$ cat src/rtl/operand_fetch.sv
// operand_fetch
//   Read-side sequencer for a byte-wide synchronous SRAM. A Start command walks
//   a contiguous address range and reads consecutive byte pairs. Each pair is
//   presented as (Op_A, Op_B) on a valid/ready handshake.
//
// Ports
//   Clk, Rst                 clock, asynchronous active-low reset
//   Start                    command strobe, sampled only in IDLE
//   Base_Addr, Pair_Count    command arguments, latched on accepted Start
//   Busy, Done               command status (Done is a one-cycle pulse)
//   Sram_Addr/En/RW          SRAM read port (RW tied to read)
//   Sram_Data                SRAM read data, valid one cycle after a read
//   Op_A, Op_B, Op_Valid     operand pair output
//   Op_Ready                 downstream accept
module operand_fetch #(
    parameter int A_WIDTH   = 15,
    parameter int D_WIDTH   = 8,
    parameter int CNT_WIDTH = 14
) (
    input  logic                 Clk,
    input  logic                 Rst,
    input  logic                 Start,
    input  logic [A_WIDTH-1:0]   Base_Addr,
    input  logic [CNT_WIDTH-1:0] Pair_Count,
    output logic                 Busy,
    output logic                 Done,
    output logic [A_WIDTH-1:0]   Sram_Addr,
    output logic                 Sram_En,
    output logic                 Sram_RW,
    input  logic [D_WIDTH-1:0]   Sram_Data,
    output logic [D_WIDTH-1:0]   Op_A,
    output logic [D_WIDTH-1:0]   Op_B,
    output logic                 Op_Valid,
    input  logic                 Op_Ready
);

    typedef enum logic [2:0] {
        IDLE  = 3'd0,
        RD_A  = 3'd1,
        RD_B  = 3'd2,
        CAP_B = 3'd3,
        OUT   = 3'd4,
        DONE  = 3'd5
    } state_e;

    state_e               state_q, state_d;
    logic [A_WIDTH-1:0]   ptr_q, ptr_d;
    logic [CNT_WIDTH-1:0] rem_q, rem_d;
    logic [A_WIDTH-1:0]   addr_q, addr_d;
    logic [D_WIDTH-1:0]   opa_q, opa_d;
    logic [D_WIDTH-1:0]   opb_q, opb_d;

    always_comb begin
        state_d = state_q;
        ptr_d   = ptr_q;
        rem_d   = rem_q;
        addr_d  = addr_q;   // address holds when the SRAM is idle
        opa_d   = opa_q;
        opb_d   = opb_q;
        Sram_En = 1'b0;
        case (state_q)
            IDLE: begin
                if (Start) begin
                    ptr_d   = Base_Addr;
                    rem_d   = Pair_Count;
                    state_d = (Pair_Count == '0) ? DONE : RD_A;
                end
            end
            RD_A: begin
                Sram_En = 1'b1;
                addr_d  = ptr_q;
                state_d = RD_B;
            end
            RD_B: begin
                Sram_En = 1'b1;
                addr_d  = ptr_q + A_WIDTH'(1);
                opa_d   = Sram_Data;           // Mem[ptr] from the RD_A read
                state_d = CAP_B;
            end
            CAP_B: begin
                opb_d   = Sram_Data;           // Mem[ptr+1] from the RD_B read
                ptr_d   = ptr_q + A_WIDTH'(2);
                rem_d   = rem_q - CNT_WIDTH'(1);
                state_d = OUT;
            end
            OUT: begin
                if (Op_Ready) state_d = (rem_q == '0) ? DONE : RD_A;
            end
            DONE:    state_d = IDLE;
            default: state_d = IDLE;
        endcase
    end

    always_ff @(posedge Clk or negedge Rst) begin
        if (!Rst) begin
            state_q <= IDLE;
            ptr_q   <= '0;
            rem_q   <= '0;
            addr_q  <= '0;
            opa_q   <= '0;
            opb_q   <= '0;
        end else begin
            state_q <= state_d;
            ptr_q   <= ptr_d;
            rem_q   <= rem_d;
            addr_q  <= addr_d;
            opa_q   <= opa_d;
            opb_q   <= opb_d;
        end
    end

    // Address is presented combinationally so RD_A drives ptr in the same cycle.
    assign Sram_Addr = addr_d;
    assign Sram_RW   = 1'b0;
    assign Op_A      = opa_q;
    assign Op_B      = opb_q;
    assign Op_Valid  = (state_q == OUT);
    assign Done      = (state_q == DONE);
    assign Busy      = (state_q == RD_A) || (state_q == RD_B) ||
                       (state_q == CAP_B) || (state_q == OUT);

endmodule

$ cat config.mk
export PLATFORM = sky130hd
export DESIGN_NAME = operand_fetch
export DESIGN_NICKNAME = d
export VERILOG_FILES = /design/src/rtl/operand_fetch.sv
export SDC_FILE = /design/constraint.sdc
export NUM_CORES = 1
export LEC_CHECK = 0
export CORE_ASPECT_RATIO = 0.6
export CORE_UTILIZATION = 44
export CTS_BUF_LIST = sky130_fd_sc_hd__clkbuf_8
export CTS_CLUSTER_DIAMETER = 30
export DETAILED_ROUTE_END_ITERATION = 6
export HOLD_SLACK_MARGIN = 0.15
export PLACE_DENSITY = 0.71
export SETUP_SLACK_MARGIN = 0.3
export SLEW_MARGIN = 20
export SYNTH_ARGS = -nofsm -noshare
export SYNTH_HDL_FRONTEND = slang
export SYNTH_SLANG_ARGS = --single-unit
$ cat constraint.sdc
create_clock -name Clk -period 4.7 [get_ports Clk]
set_clock_uncertainty 0.1 [all_clocks]
set_input_delay 0.94 -clock Clk [delete_from_list [all_inputs] [get_ports Clk]]
set_output_delay 0.94 -clock Clk [all_outputs]
set_load 0.02 [all_outputs]
==> results of run 1 <==
==> cell type report <==
type | instances | area share, %
clock buffer | 9 | 2.76
clock inverter | 7 | 2.17
inverter | 11 | 0.919
multi-input combinational | 302 | 38.6
sequential | 63 | 35.1
tap | 104 | 2.90
timing repair buffer | 81 | 17.6
==> power by group <==
part           leakage [nW]  total, mW  internal (mW)  switching, mW
clock                 0.105      0.530          0.299          0.231
combinational          1.01       1.70          0.751          0.951
sequential            0.758       1.13          0.807          0.323
==> cell usage in the layout, fill, tap and decap left out, drive strengths merged, types with 4 or more instances in the layout <==
cell,count
o22a,4
o311ai,8
o21ai,19
clkinv,4
a32oi,5
xnor2,4
nand3,10
a221o,7
nor4,8
a21oi,19
and3,4
dfrtp,63
xor2,4
a211oi,5
nor3,12
nor2,31
buf,7
nor2b,4
clkdlybuf4s50,74
o22ai,8
inv,10
clkbuf,9
a31oi,6
nand2,95
o211ai,6
==> sequential cells by signal, summed over array words and instances, names as in the netlist <==
name / cells
Op_A: 8
state_q: 3
addr_q: 15
ptr_q: 15
Op_B: 8
rem_q: 14
==> path summary, 6_finish.rpt <==
check,endpoint,slack [ns],depth (start not counted)
setup / recovery,Sram_Addr[0],0.59,5
max in group asynchronous,addr_q[4],2.99,2
setup reg to reg,ptr_q[12],1.78,7
hold reg to reg,Op_B[0],0.38,2
hold / removal,Op_B[0],0.38,2
min in group asynchronous,rem_q[3],0.63,1
==> worst register-to-register path, delay by kind of cell (launching register included) <==
| family | cells | cell delay [ns] |
|---|---|---|
| and+or+nand+nor | 3 | 0.98 |
| DFF | 1 | 0.67 |
| buffers and inverters | 2 | 0.65 |
| AOI/OAI and AO/OA | 2 | 0.43 |
==> logic make-up after synthesis <==
logic type	Yosys count
other cells	1
fa+ha+maj	3
xor+xnor	8
simple gates	185
buf+inv	38
compound gates	105
flops	63
==> metal layers <==
layer	vias to the layer above	wire, um	part of all wire [%]	track usage [%]
li1	1598	-	-	-
met1	1638	5160	50	43.9
met2	141	4270	42	35.6
met3	9	765	7.5	7.80
met4	0	65	0.63	4.92
met5	-	0	0	0
==> stage by stage <==
| stage | instances | instance area, um2 | hold slack, ns | setup slack, ns |
|---|---|---|---|---|
| 2_1_floorplan | 403 | 3480 | 0.373 | 1.89 |
| 3_3_place_gp | 561 | 4270 | 0.358 | 1.10 |
| 3_5_place_dp | 561 | 4270 | 0.365 | 1.01 |
| 4_1_cts | 577 | 4490 | 0.384 | 0.633 |
| 5_1_grt | 577 | 4490 | 0.404 | 0.326 |
| 6_report | 577 | 4490 | 0.382 | 0.590 |
==> impl_metrics.toml, run 1 <==
[timing]
setup_viol = 0
period_minus_slack_ns = 4.11
worst_slew_pin_slew_ns = 0.945
slew_violations = 0
min_period_over_period_pct = 87.4
hold_viol_final = 0
slew_headroom_pct = 37.0
tns_ns = 0
max_freq_mhz = 243
rsz0062_at_grt = "no"

[clock_network]
post_cts_resized = 0
numCtsBuffers = 9
post_cts_buffers = 0
cts-htree-levels = 3
holdBufCountCts = 0
cts_tree = "done"
clkSlewWorstSetupHoldPaths_ns = 0.07
clock_latency_ns = 0.36
clock_sinks = 63
root_buffer = "clkbuf_8"
cts.path.max_buffers = 2

[yosys]
async_reset_ff_share_pct = 100
synth-xor-area-share_pct = 2.01
synth_area_leaders = "dfrtp_1 (45%), nand2_1 (10%), nor2_1 (3.3%)"
ys_types = 60
synth_nets = 447
netlist.area_leader.share_pct = 45.3
synthSimpleGateAreaFrac_pct = 25.4
synthMuxAreaShare_pct = 0
ys_warn_count = 0
synth_commonest_cells = "nand2_1 (94), dfrtp_1 (63), nor2_1 (31), a21oi_1 (19), o21ai_0 (19)"
synth_largest_area_cell = "dfrtp_1"
synth_edf_count = 0
ys_ff_latch = 63
ys.flop_type = "dfrtp_1"
synthAdderAreaFrac_pct = 1.08
syn_area_per_cell_um2 = 8.63
synth_cells = 403
yosysSeqAreaShare_pct = 45.3
synth_compound_area_share_pct = 21.2
yosysMostFrequentCell = "nand2_1"
synth_top_family_by_area = "simple AND/OR/NAND/NOR gates"
syn-cell-area_mm2 = 0.00348

[worst_setup_path]
crit_path_start_kind = "flip-flop"
worst-path-max-fanout = 20
path_cells = "clkinv_1, nand2b_1, nand2_1, a31oi_1, clkdlybuf4s50_1"
crit_type = "flip-flop to output pin"
worstSetupStartpoint = "state_q[2]"
r2r_start = "state_q[0]"
slowest_stage = "dfrtp_1"
cp_slowest_stage_delay_ns = 0.74
end_kind = "output pin"
crit_family = "buffers and inverters"
critPathArrivalTime_ns = 3.07
crit_buf_inv = 2
required_ns = 3.66

[final_layout]
areaGrowthSynthToFinish_pct = 29.1
multi_input_area_mm2 = 0.00173
nets = 512
num_antenna_cells = 0
seqCellArea_mm2 = 0.00158
drive_above_1_share_pct = 6.98
utilization_pct = 60.3
fillers = 661

[run]
maxCapViolations = 0

[floorplanning]
die_w_um = 117
core_mm2 = 0.00745
initial_core_util_pct = 46.7
num_rows = 24
dieArea_mm2 = 0.00828
io_pins = 77
die_h_um = 70.9

[routing]
drt_wl_total_mm = 10.3
dr.pass1.iters = 5
avgViaCountPerCell = 5.87
remaining_drc_errors = 0
first_iter_violations = 352
post_drt_wl_per_cell_um = 17.8
vias = 3386
drtAntennaViolNets = 0

[power]
peakVddDrop_mv = 0.319
power_density_mw_per_mm2 = 748
power_mw = 3.36
p_leak_nw = 1.88

[placement]
hpwl_mm = 7.41
port_buffers = 75
gp_congestion = 0.891

[global_routing]
grtUsageTotal_pct = 27.2
grt_pass1_vias = 3183
grt_overflow_total = 0
antenna_found_initial = 0
grt_first_pass_wirelength_mm = 16.8
grt_max_degree = 41

[worst_hold_path]
worstHoldStart = "Op_B[0]"
worstHoldPathType = "flip-flop to flip-flop"

[outcome]
status = "finished clean"
(Power assumes the default switching activity.)
==> run 2, diff against run 1 <==
- GPL_ROUTABILITY_DRIVEN: default -> 0
==> results of run 2 <==
The final DEF is identical to that of run 1; final timing and power are the same.
==> run 3, diff against run 2 <==
- CTS_CLUSTER_DIAMETER: 30 -> 60
==> results of run 3 <==
The final DEF is identical to that of run 1; final timing and power are the same.
